## src/rtl/pbit_local_field.sv

```systemverilog
// Beta-scaled local field for one p-bit: serial +/-J accumulation, bias, beta multiply, symmetric saturation.
// Optional macro PBIT_BIAS_EN adds the signed bias port; without it the accumulator starts at zero.
module pbit_local_field #(
  parameter int N         = 16,
  parameter int W_BITS    = 8,
  parameter int BETA_BITS = 8,
  parameter int BETA_FRAC = 4,
  parameter int PHASE_W   = 8
) (
  input  logic                      clk,
  input  logic                      rst_n,
  input  logic                      start,
  input  logic [N-1:0]              spins,
`ifdef PBIT_BIAS_EN
  input  logic signed [W_BITS-1:0]  bias,
`endif
  input  logic [BETA_BITS-1:0]      beta,
  output logic [$clog2(N)-1:0]      weight_addr,
  input  logic signed [W_BITS-1:0]  weight_data,
  output logic signed [PHASE_W-1:0] phase,
  output logic                      phase_valid,
  output logic                      busy
);

  localparam int AW     = $clog2(N);
  localparam int ACC_W  = W_BITS + $clog2(N + 1) + 1;
  localparam int PROD_W = ACC_W + BETA_BITS + 1;

  // Symmetric clamp: the tanh core negates its operand, so the most negative code is excluded.
  localparam logic signed [PROD_W-1:0] P_MAX =
    {{(PROD_W - PHASE_W + 1){1'b0}}, {(PHASE_W - 1){1'b1}}};
  localparam logic signed [PROD_W-1:0] P_MIN = -P_MAX;
  localparam logic signed [PHASE_W-1:0] PH_MAX = {1'b0, {(PHASE_W - 1){1'b1}}};
  localparam logic signed [PHASE_W-1:0] PH_MIN = -PH_MAX;

  typedef enum logic [2:0] {IDLE, FETCH, ACC, SCALE, SAT} state_t;

  state_t                      state_q;
  logic [N-1:0]                spins_q;
  logic [BETA_BITS-1:0]        beta_q;
  logic signed [ACC_W-1:0]     acc_q, acc_d, acc_init, w_ext;
  logic signed [PROD_W-1:0]    prod_q, prod_d, t;
  logic [AW-1:0]               addr_q, cnt_q;
  logic signed [PHASE_W-1:0]   phase_q, phase_d;
  logic                        valid_q, busy_q;

  always_comb begin
`ifdef PBIT_BIAS_EN
    acc_init = {{(ACC_W - W_BITS){bias[W_BITS-1]}}, bias};
`else
    acc_init = '0;
`endif
    w_ext  = {{(ACC_W - W_BITS){weight_data[W_BITS-1]}}, weight_data};
    acc_d  = spins_q[cnt_q] ? acc_q + w_ext : acc_q - w_ext;
    prod_d = $signed({{(PROD_W - ACC_W){acc_q[ACC_W-1]}}, acc_q}) *
             $signed({{(PROD_W - BETA_BITS){1'b0}}, beta_q});
    t      = prod_q >>> BETA_FRAC;
    if (t > P_MAX)      phase_d = PH_MAX;
    else if (t < P_MIN) phase_d = PH_MIN;
    else                phase_d = t[PHASE_W-1:0];
  end

  // NOTE: every register here is state, so all assignments are non-blocking; the
  // datapath registers are reset too so an aborted computation leaves nothing behind.
  always_ff @(posedge clk) begin
    if (!rst_n) begin
      state_q <= IDLE;
      spins_q <= '0;
      beta_q  <= '0;
      acc_q   <= '0;
      prod_q  <= '0;
      addr_q  <= '0;
      cnt_q   <= '0;
      phase_q <= '0;
      valid_q <= 1'b0;
      busy_q  <= 1'b0;
    end else begin
      valid_q <= 1'b0;
      case (state_q)
        IDLE: if (start) begin
          spins_q <= spins;
          beta_q  <= beta;
          acc_q   <= acc_init;
          addr_q  <= '0;
          cnt_q   <= '0;
          busy_q  <= 1'b1;
          state_q <= FETCH;
        end
        FETCH: begin
          addr_q  <= AW'(1);
          state_q <= ACC;
        end
        ACC: begin
          // weight_data here is J[cnt_q], requested two edges earlier.
          acc_q <= acc_d;
          cnt_q <= cnt_q + AW'(1);
          if (addr_q != AW'(N - 1)) addr_q <= addr_q + AW'(1);
          if (cnt_q == AW'(N - 1))  state_q <= SCALE;
        end
        SCALE: begin
          prod_q  <= prod_d;
          state_q <= SAT;
        end
        SAT: begin
          phase_q <= phase_d;
          valid_q <= 1'b1;
          busy_q  <= 1'b0;
          state_q <= IDLE;
        end
        default: state_q <= IDLE;
      endcase
    end
  end

  assign weight_addr = addr_q;
  assign phase       = phase_q;
  assign phase_valid = valid_q;
  assign busy        = busy_q;

endmodule

```

## config.mk

```make
export PLATFORM = sky130hd
export DESIGN_NAME = pbit_local_field
export DESIGN_NICKNAME = d
export VERILOG_FILES = /design/src/rtl/pbit_local_field.sv
export SDC_FILE = /design/constraint.sdc
export NUM_CORES = 1
export LEC_CHECK = 0
export ABC_AREA = 1
export CAP_MARGIN = 20
export CORE_MARGIN = 10
export CORE_UTILIZATION = 49
export CTS_CLUSTER_SIZE = 28
export DETAILED_ROUTE_END_ITERATION = 7
export MAX_ROUTING_LAYER = met4
export PLACE_DENSITY = 0.73
export SETUP_SLACK_MARGIN = 0.5
export SLEW_MARGIN = 10
export SYNTH_ARGS = -nofsm -noshare
export SYNTH_HDL_FRONTEND = slang
export SYNTH_SLANG_ARGS = --single-unit
```

## constraint.sdc

```tcl
create_clock -name clk -period 4.44 [get_ports clk]
set_clock_uncertainty 0.15 [all_clocks]
set_input_delay 1.11 -clock clk [delete_from_list [all_inputs] [get_ports clk]]
set_output_delay 1.11 -clock clk [all_outputs]
set_load 0.02 [all_outputs]
```

==> impl_metrics.py, run 1 <==
metrics = {
    "run_status": {
        "outcome": "finished clean",
    },
    "clocking": {
        "clkTransAtPathRegs_ps": 60,
        "numCtsBuffers": 9,
        "htreeDepth": 3,
        "numClockSinks": 78,
        "cts_hold_buf": 0,
        "clock-root-buffer": "clkbuf_16",
        "cts_tree": "yes",
        "clock_latency_ps": 350,
        "cts_buffer_depth": 2,
    },
    "critical_path": {
        "cp.arrival_ps": 4410,
        "max_stage_delay_ps": 630,
        "crit_required_ps": 4540,
        "cpMaxStageDelayCell": "fa_2",
        "crit_chain": "buf_6 > nand2_4 > inv_4 > fa_2 > inv_4 > fa_1 > inv_1 > fa_1 > inv_1 > fa_1 > inv_2 > ha_4 > nand2_4 > inv_2 > a21oi_2 > o21ai_1 > a21oi_1 > nand2_1 > xor2_1 > o21ai_1 > inv_1",
        "cp_top_family": "adder cells",
        "start_kind": "flip-flop",
        "path_buf_inv": 8,
        "cp-end-kind": "flip-flop",
        "path_max_fanout": 5,
        "path_class": "reg2reg",
    },
    "sta": {
        "hold_violations": 0,
        "min_period_over_period_pct": 97.08,
        "slew-limit-headroom_pct": 42.11,
        "max_freq_ghz": 0.2320,
        "fin_crit_ps": 4310,
        "fin_tns_setup_ps": 0,
        "finalMaxSlewViolations": 0,
        "setup_viol_count_final": 0,
        "worstMarginPinSlew_ps": 867.4,
        "grt_setup_unrepaired": "yes",
        "timing.hold.ws_ps": 302.6,
    },
    "global_route": {
        "antenna_found_initial": 0,
        "grt_first_pass_wirelength_um": 33600,
        "grt_max_degree": 42,
        "grt_pass1_vias": 7361,
        "grt_overflow": 0,
        "track_usage_pct": 18.56,
    },
    "placement": {
        "port_buffers": 48,
        "place_inst": 1407,
        "gp_congestion": 0.8836,
        "post-dp-hpwl_um": 14920,
        "place_area_um2": 9356,
    },
    "synth": {
        "synth_cell_types": 39,
        "yosysSeqAreaShare_pct": 18.92,
        "synth.net_count": 1339,
        "synthTopCellsByArea": "fa_1, dfxtp_1, inv_1",
        "ys_warn_count": 0,
        "syn-instance-count": 1154,
        "syn_avg_cell_area_um2": 7.150,
        "netlist_area_um2": 8252,
        "synth_top_area_cell": "fa_1",
        "yosysTopAreaCellShare_pct": 22.08,
        "ys_ff_latch": 78,
    },
    "power_and_ir_drop": {
        "intPower_mw": 1.435,
        "ir_drop_mv": 0.1672,
        "pwr-share-comb_pct": 28.4,
        "leakage_nw": 5.371,
        "p_switching_mw": 0.7470,
        "pwr-share-clk_pct": 34.8,
        "power.density_nw_per_um2": 214.5,
        "seq_power_share_pct": 36.8,
        "swShare_pct": 34.24,
    },
    "worst_hold_path": {
        "hold_path_class": "reg2reg",
    },
    "floorplanning": {
        "die_area_um2": 22430,
        "placementRows": 47,
        "chipHeight_um": 149.8,
        "core_um2": 16520,
        "die_width_um": 149.8,
        "io_pins": 49,
        "start_util_pct": 49.94,
    },
    "drt": {
        "wl_per_cell_um": 13.59,
        "first_iter_violations": 326,
        "ant_nets": 0,
        "dr.pass1.iters": 5,
        "vias_per_cell": 5.085,
        "routed_wl_um": 19740,
        "dr_total_vias": 7384,
        "drc": 0,
    },
    "run": {
        "cap_viol_max_count": 0,
    },
    "final_layout": {
        "layout.nets": 1412,
        "fill_cells": 1484,
        "insertedDiodeCount": 0,
        "final_cell_area_um2": 10170,
        "drive_above_1_share_pct": 18.18,
        "fin_cells": 1452,
        "area_growth_pct": 23.23,
        "register_area_um2": 1609,
        "multiInputGateArea_um2": 5909,
    },
}
==> cell usage in the layout, fill, tap and decap left out, drive strengths merged, types with 7 or more instances in the layout <==
cell           Yosys  final
inv              293    295
nand2            243    243
a21oi            105    105
fa                91     91
dfxtp             78     78
o21ai             67     67
nor2              60     60
ha                59     59
buf                6     58
clkdlybuf4s50      0     48
nand3             43     43
xor2              17     17
nor3              11     11
clkbuf            38      9
nand4              7      7
o211ai             7      7
==> worst min-delay path: cells and delay by family (launching register included) <==
family | cells | cell delay (ps)
AOI/OAI and AO/OA | 1 | 50
buffers and inverters | 1 | 60
DFF | 1 | 300
==> metrics by stage <==
stage / worst slack [ps] / util, % / total power [mW]
finish: 129.9 / 61.54 / 2.182
global route: -27.38 / 61.54 / 2.297
CTS: 200.6 / 60.32 / 2.175
detailed placement: -26.02 / 56.62 / 1.383
global placement: 44.69 / 56.62 / 1.373
floorplan: 392.7 / - / 1.230
==> synth_stat cells <==
cell / number
dfxtp_1: 78
buf_2: 1
fa_1: 91
xor2_1: 17
nand2_2: 3
a21o_1: 5
clkbuf_4: 1
o21ai_2: 3
nor2_4: 2
nor3_1: 11
inv_2: 5
nand3_1: 37
nand2_4: 2
o221a_2: 1
nand3_2: 6
clkbuf_2: 1
buf_6: 4
ha_1: 59
o22ai_1: 1
inv_1: 288
o31ai_1: 2
o21ai_0: 63
a21oi_2: 3
nand3b_1: 2
nand2_1: 238
o21ai_1: 1
nor4_1: 4
a21oi_1: 102
clkbuf_1: 36
nor2_1: 57
nor2_2: 1
a31oi_1: 5
a211oi_1: 1
a2111oi_0: 1
o211ai_1: 7
nand4_1: 7
buf_1: 1
xnor2_1: 6
nor4_2: 1
==> sequential cells by signal (all words and copies together), names as in the netlist <==
signal,cells
spins_q,16
prod_q,19
state_q,3
phase,8
acc_q,14
cnt_q,4
weight_addr,4
beta_q,8
busy,1
phase_valid,1
==> repair_timing <==
item,4_1_cts,5_1_grt
gates resized for setup,42,43
pin swaps,34,28
buffers inserted,24,5
setup endpoints to repair,14,19
==> cells by family after synthesis <==
kind of cell	count (synthesis)	share of synthesized area, %
XOR/XNOR	23	2.441
AND/OR/NAND/NOR	371	19.08
AO/OA/AOI/OAI	195	12.77
adder cells (fa/ha/maj)	150	31.02
buffers and inverters	337	15.77
flip-flops	78	18.92
==> area by class of cell <==
cell class              instances  share of cell area, %
repair buffers                106                  9.561
clock buffers                   9                  2.215
well taps                     220                  2.707
clock inverters                 7                 0.7137
multi-input cells             739                  58.11
flip-flops and latches         78                  15.82
inverters                     293                  10.87
==> final timing paths <==
| kind | depth (start not counted) | to | slack, ps | start |
|---|---|---|---|---|
| setup / recovery | 21 | prod_q[20] | 130 | beta_q[0] |
| hold / removal | 2 | spins_q[0] | 300 | spins_q[0] |
| setup reg to reg | 21 | prod_q[20] | 130 | beta_q[0] |
| hold reg to reg | 2 | spins_q[0] | 300 | spins_q[0] |
==> power groups by stage <==
stage	combinational (mW)	clock (mW)	sequential, mW
finish	0.620	0.759	0.802
global route	0.696	0.793	0.808
CTS	0.602	0.773	0.800
detailed placement	0.559	0	0.823
global placement	0.551	0	0.822
floorplan	0.440	0	0.789
==> per-layer routing <==
layer	wire length, um	vias up	part of all wire (%)	global-route usage [%]
li1	-	3657	-	-
met1	8589	3561	44	22.43
met2	9921	133	50	31.49
met3	815	33	4.1	2.717
met4	408	0	2.1	5.491
met5	0	-	0	-
(Power assumes the default switching activity.)
==> inputs of run 2 (changes only) <==
--- a/config.mk
+++ b/config.mk
@@ -12,7 +12,7 @@
 export CTS_CLUSTER_SIZE = 28
 export DETAILED_ROUTE_END_ITERATION = 7
 export MAX_ROUTING_LAYER = met4
-export PLACE_DENSITY = 0.73
+export PLACE_DENSITY = 0.71
 export SETUP_SLACK_MARGIN = 0.5
 export SLEW_MARGIN = 10
 export SYNTH_ARGS = -nofsm -noshare
==> constraint.sdc (replaced) <==
create_clock -name clk -period 4.8 [get_ports clk]
set_clock_uncertainty 0.15 [all_clocks]
set_input_delay 1.2 -clock clk [delete_from_list [all_inputs] [get_ports clk]]
set_output_delay 1.2 -clock clk [all_outputs]
set_load 0.02 [all_outputs]
==> run 2 against run 1 <==
Maximum frequency is 0.37% higher. Final cell count decreased by 0.34%. Sequential share of layout area grew 0.30 points. Sequential cell count did not move. Die area is the same. Worst hold slack lost 0.87 ps. Critical path depth fell by 1. Final area down 1.2%. Sequential power is 6.9% lower.
==> impl_metrics.py, run 2 (synthesis results as in run 1) <==
metrics = {
    "global_route": {
        "antenna_found_initial": 0,
        "grt_pass1_vias": 7276,
        "track_usage_pct": 19.01,
        "grt_first_pass_wirelength_um": 34130,
        "grt_max_degree": 42,
        "grt_overflow": 0,
    },
    "critical_path": {
        "path_class": "reg2reg",
        "path_max_fanout": 8,
        "cp-end-kind": "flip-flop",
        "crit_required_ps": 4890,
        "cp.arrival_ps": 4390,
        "start_kind": "flip-flop",
    },
    "floorplanning": {
        "core_um2": 16520,
        "die_width_um": 149.8,
        "placementRows": 47,
        "die_area_um2": 22430,
        "chipHeight_um": 149.8,
        "start_util_pct": 49.94,
        "io_pins": 49,
    },
    "final_layout": {
        "largest_reg_flops": 19,
        "top_regs": "prod_q (19), spins_q (16), acc_q (14)",
        "layout.nets": 1407,
        "drive_above_1_share_pct": 16.71,
        "most-common-layout-cells": "inv_1, nand2_1, a21oi_1",
        "layout_commonest_cell": "inv_1",
        "area_growth_pct": 21.71,
        "fin_cells": 1447,
        "top_register": "prod_q",
        "insertedDiodeCount": 0,
        "fill_cells": 1490,
    },
    "clocking": {
        "numCtsBuffers": 9,
        "numClockSinks": 78,
        "htreeDepth": 3,
        "cts_tree": "yes",
        "clkTransAtPathRegs_ps": 70,
        "clock-root-buffer": "clkbuf_16",
        "cts_buffer_depth": 2,
        "clock_latency_ps": 350,
    },
    "drt": {
        "first_iter_violations": 486,
        "drc": 0,
        "wl_per_cell_um": 13.89,
        "ant_nets": 0,
        "dr_total_vias": 7320,
        "routed_wl_um": 20090,
        "vias_per_cell": 5.059,
        "dr.pass1.iters": 7,
    },
    "sta": {
        "setup_viol_count_final": 0,
        "timing.hold.ws_ps": 301.8,
        "fin_tns_setup_ps": 0,
        "grt_setup_unrepaired": "yes",
        "hold_violations": 0,
        "max_freq_ghz": 0.2329,
        "slew-limit-headroom_pct": 46.98,
        "fin_crit_ps": 4294,
        "worstMarginPinSlew_ps": 794.5,
        "min_period_over_period_pct": 89.46,
        "finalMaxSlewViolations": 0,
    },
    "power_and_ir_drop": {
        "p_switching_mw": 0.6858,
        "leakage_nw": 5.309,
        "swShare_pct": 32.50,
        "pwr-share-clk_pct": 38.5,
        "seq_power_share_pct": 35.4,
        "pwr-share-comb_pct": 26.1,
        "power.density_nw_per_um2": 210.1,
        "intPower_mw": 1.425,
        "p_total_mw": 2.110,
        "ir_drop_mv": 0.1731,
    },
    "placement": {
        "gp_congestion": 0.8976,
        "post-dp-hpwl_um": 15250,
        "place_inst": 1398,
        "port_buffers": 48,
    },
    "run_status": {
        "outcome": "finished clean",
    },
    "worst_hold_path": {
        "hold_path_class": "reg2reg",
    },
    "run": {
        "cap_viol_max_count": 0,
    },
}
run 2: critical path, stage by stage (launching register included):
cell,delay [ps]
dfxtp_4,400
nand2_4,80
inv_2,50
fa_2,630
inv_4,70
fa_1,490
inv_2,50
fa_1,550
inv_2,40
fa_1,530
inv_1,60
ha_4,290
nand2_2,60
inv_2,70
nand3_2,80
nor3_1,190
nand2_2,110
nand3_1,70
nand2_1,60
nor2_2,90
nor2_1,40
run 2: final timing paths:
path                             startpoint     endpoint  slack (ps)  cells after the start
worst max-delay path              acc_q[13]   prod_q[22]         510                     20
worst min-delay path            spins_q[13]  spins_q[13]         300                      2
worst max register to register    acc_q[13]   prod_q[22]         510                     20
worst min register to register  spins_q[13]  spins_q[13]         300                      2
run 2: cell type report:
| type | count | area (um2) | share of cell area [%] |
|---|---|---|---|
| flip-flops and latches | 78 | 1619 | 16.12 |
| clock inverters | 7 | 130.1 | 1.296 |
| well taps | 220 | 275.3 | 2.741 |
| clock buffers | 9 | 225.2 | 2.242 |
| inverters | 293 | 1102 | 10.98 |
| repair buffers | 101 | 897.1 | 8.932 |
| multi-input cells | 739 | 5794 | 57.69 |
run 2: routing by layer:
metal	track usage [%]	share of wire, %	vias to the layer above
met4	6.365	2.0	0
met2	31.71	50	191
met1	22.86	43	3446
li1	-	-	3652
met5	-	0	-
met3	3.261	5.4	31
run 2: power groups by stage:
stage | combinational (mW) | sequential, mW | clock [mW]
CTS | 0.527 | 0.745 | 0.823
floorplan | 0.376 | 0.728 | 0
global placement | 0.481 | 0.761 | 0
global route | 0.621 | 0.753 | 0.850
detailed placement | 0.490 | 0.762 | 0
finish | 0.551 | 0.747 | 0.812
run 2: repair_timing:
action,4_1_cts,5_1_grt
hold buffers,0,0
setup buffers,18,15
resized for setup,80,67
pin swaps,17,57
endpoints found under the setup margin,14,13
run 2: per-stage QoR:
stage | instance area (um2) | utilization (%) | worst slack [ps]
6_report | 10040 | 60.78 | 505.9
5_1_grt | 10040 | 60.78 | 307.3
4_1_cts | 9751 | 59.01 | 492.9
3_5_place_dp | 8971 | 54.29 | 79.62
3_3_place_gp | 8971 | 54.29 | 116.6
2_1_floorplan | 8282 | - | 494.0
==> inputs of run 3 (changes only) <==
--- a/config.mk
+++ b/config.mk
@@ -6,15 +6,15 @@
 export NUM_CORES = 1
 export LEC_CHECK = 0
 export ABC_AREA = 1
-export CAP_MARGIN = 20
 export CORE_MARGIN = 10
 export CORE_UTILIZATION = 49
+export CTS_CLUSTER_DIAMETER = 120
 export CTS_CLUSTER_SIZE = 28
 export DETAILED_ROUTE_END_ITERATION = 7
 export MAX_ROUTING_LAYER = met4
 export PLACE_DENSITY = 0.71
 export SETUP_SLACK_MARGIN = 0.5
-export SLEW_MARGIN = 10
+export SLEW_MARGIN = 20
 export SYNTH_ARGS = -nofsm -noshare
 export SYNTH_HDL_FRONTEND = slang
 export SYNTH_SLANG_ARGS = --single-unit
==> results of run 3 <==
No change in the layout: final DEF, timing and power equal those of run 2.
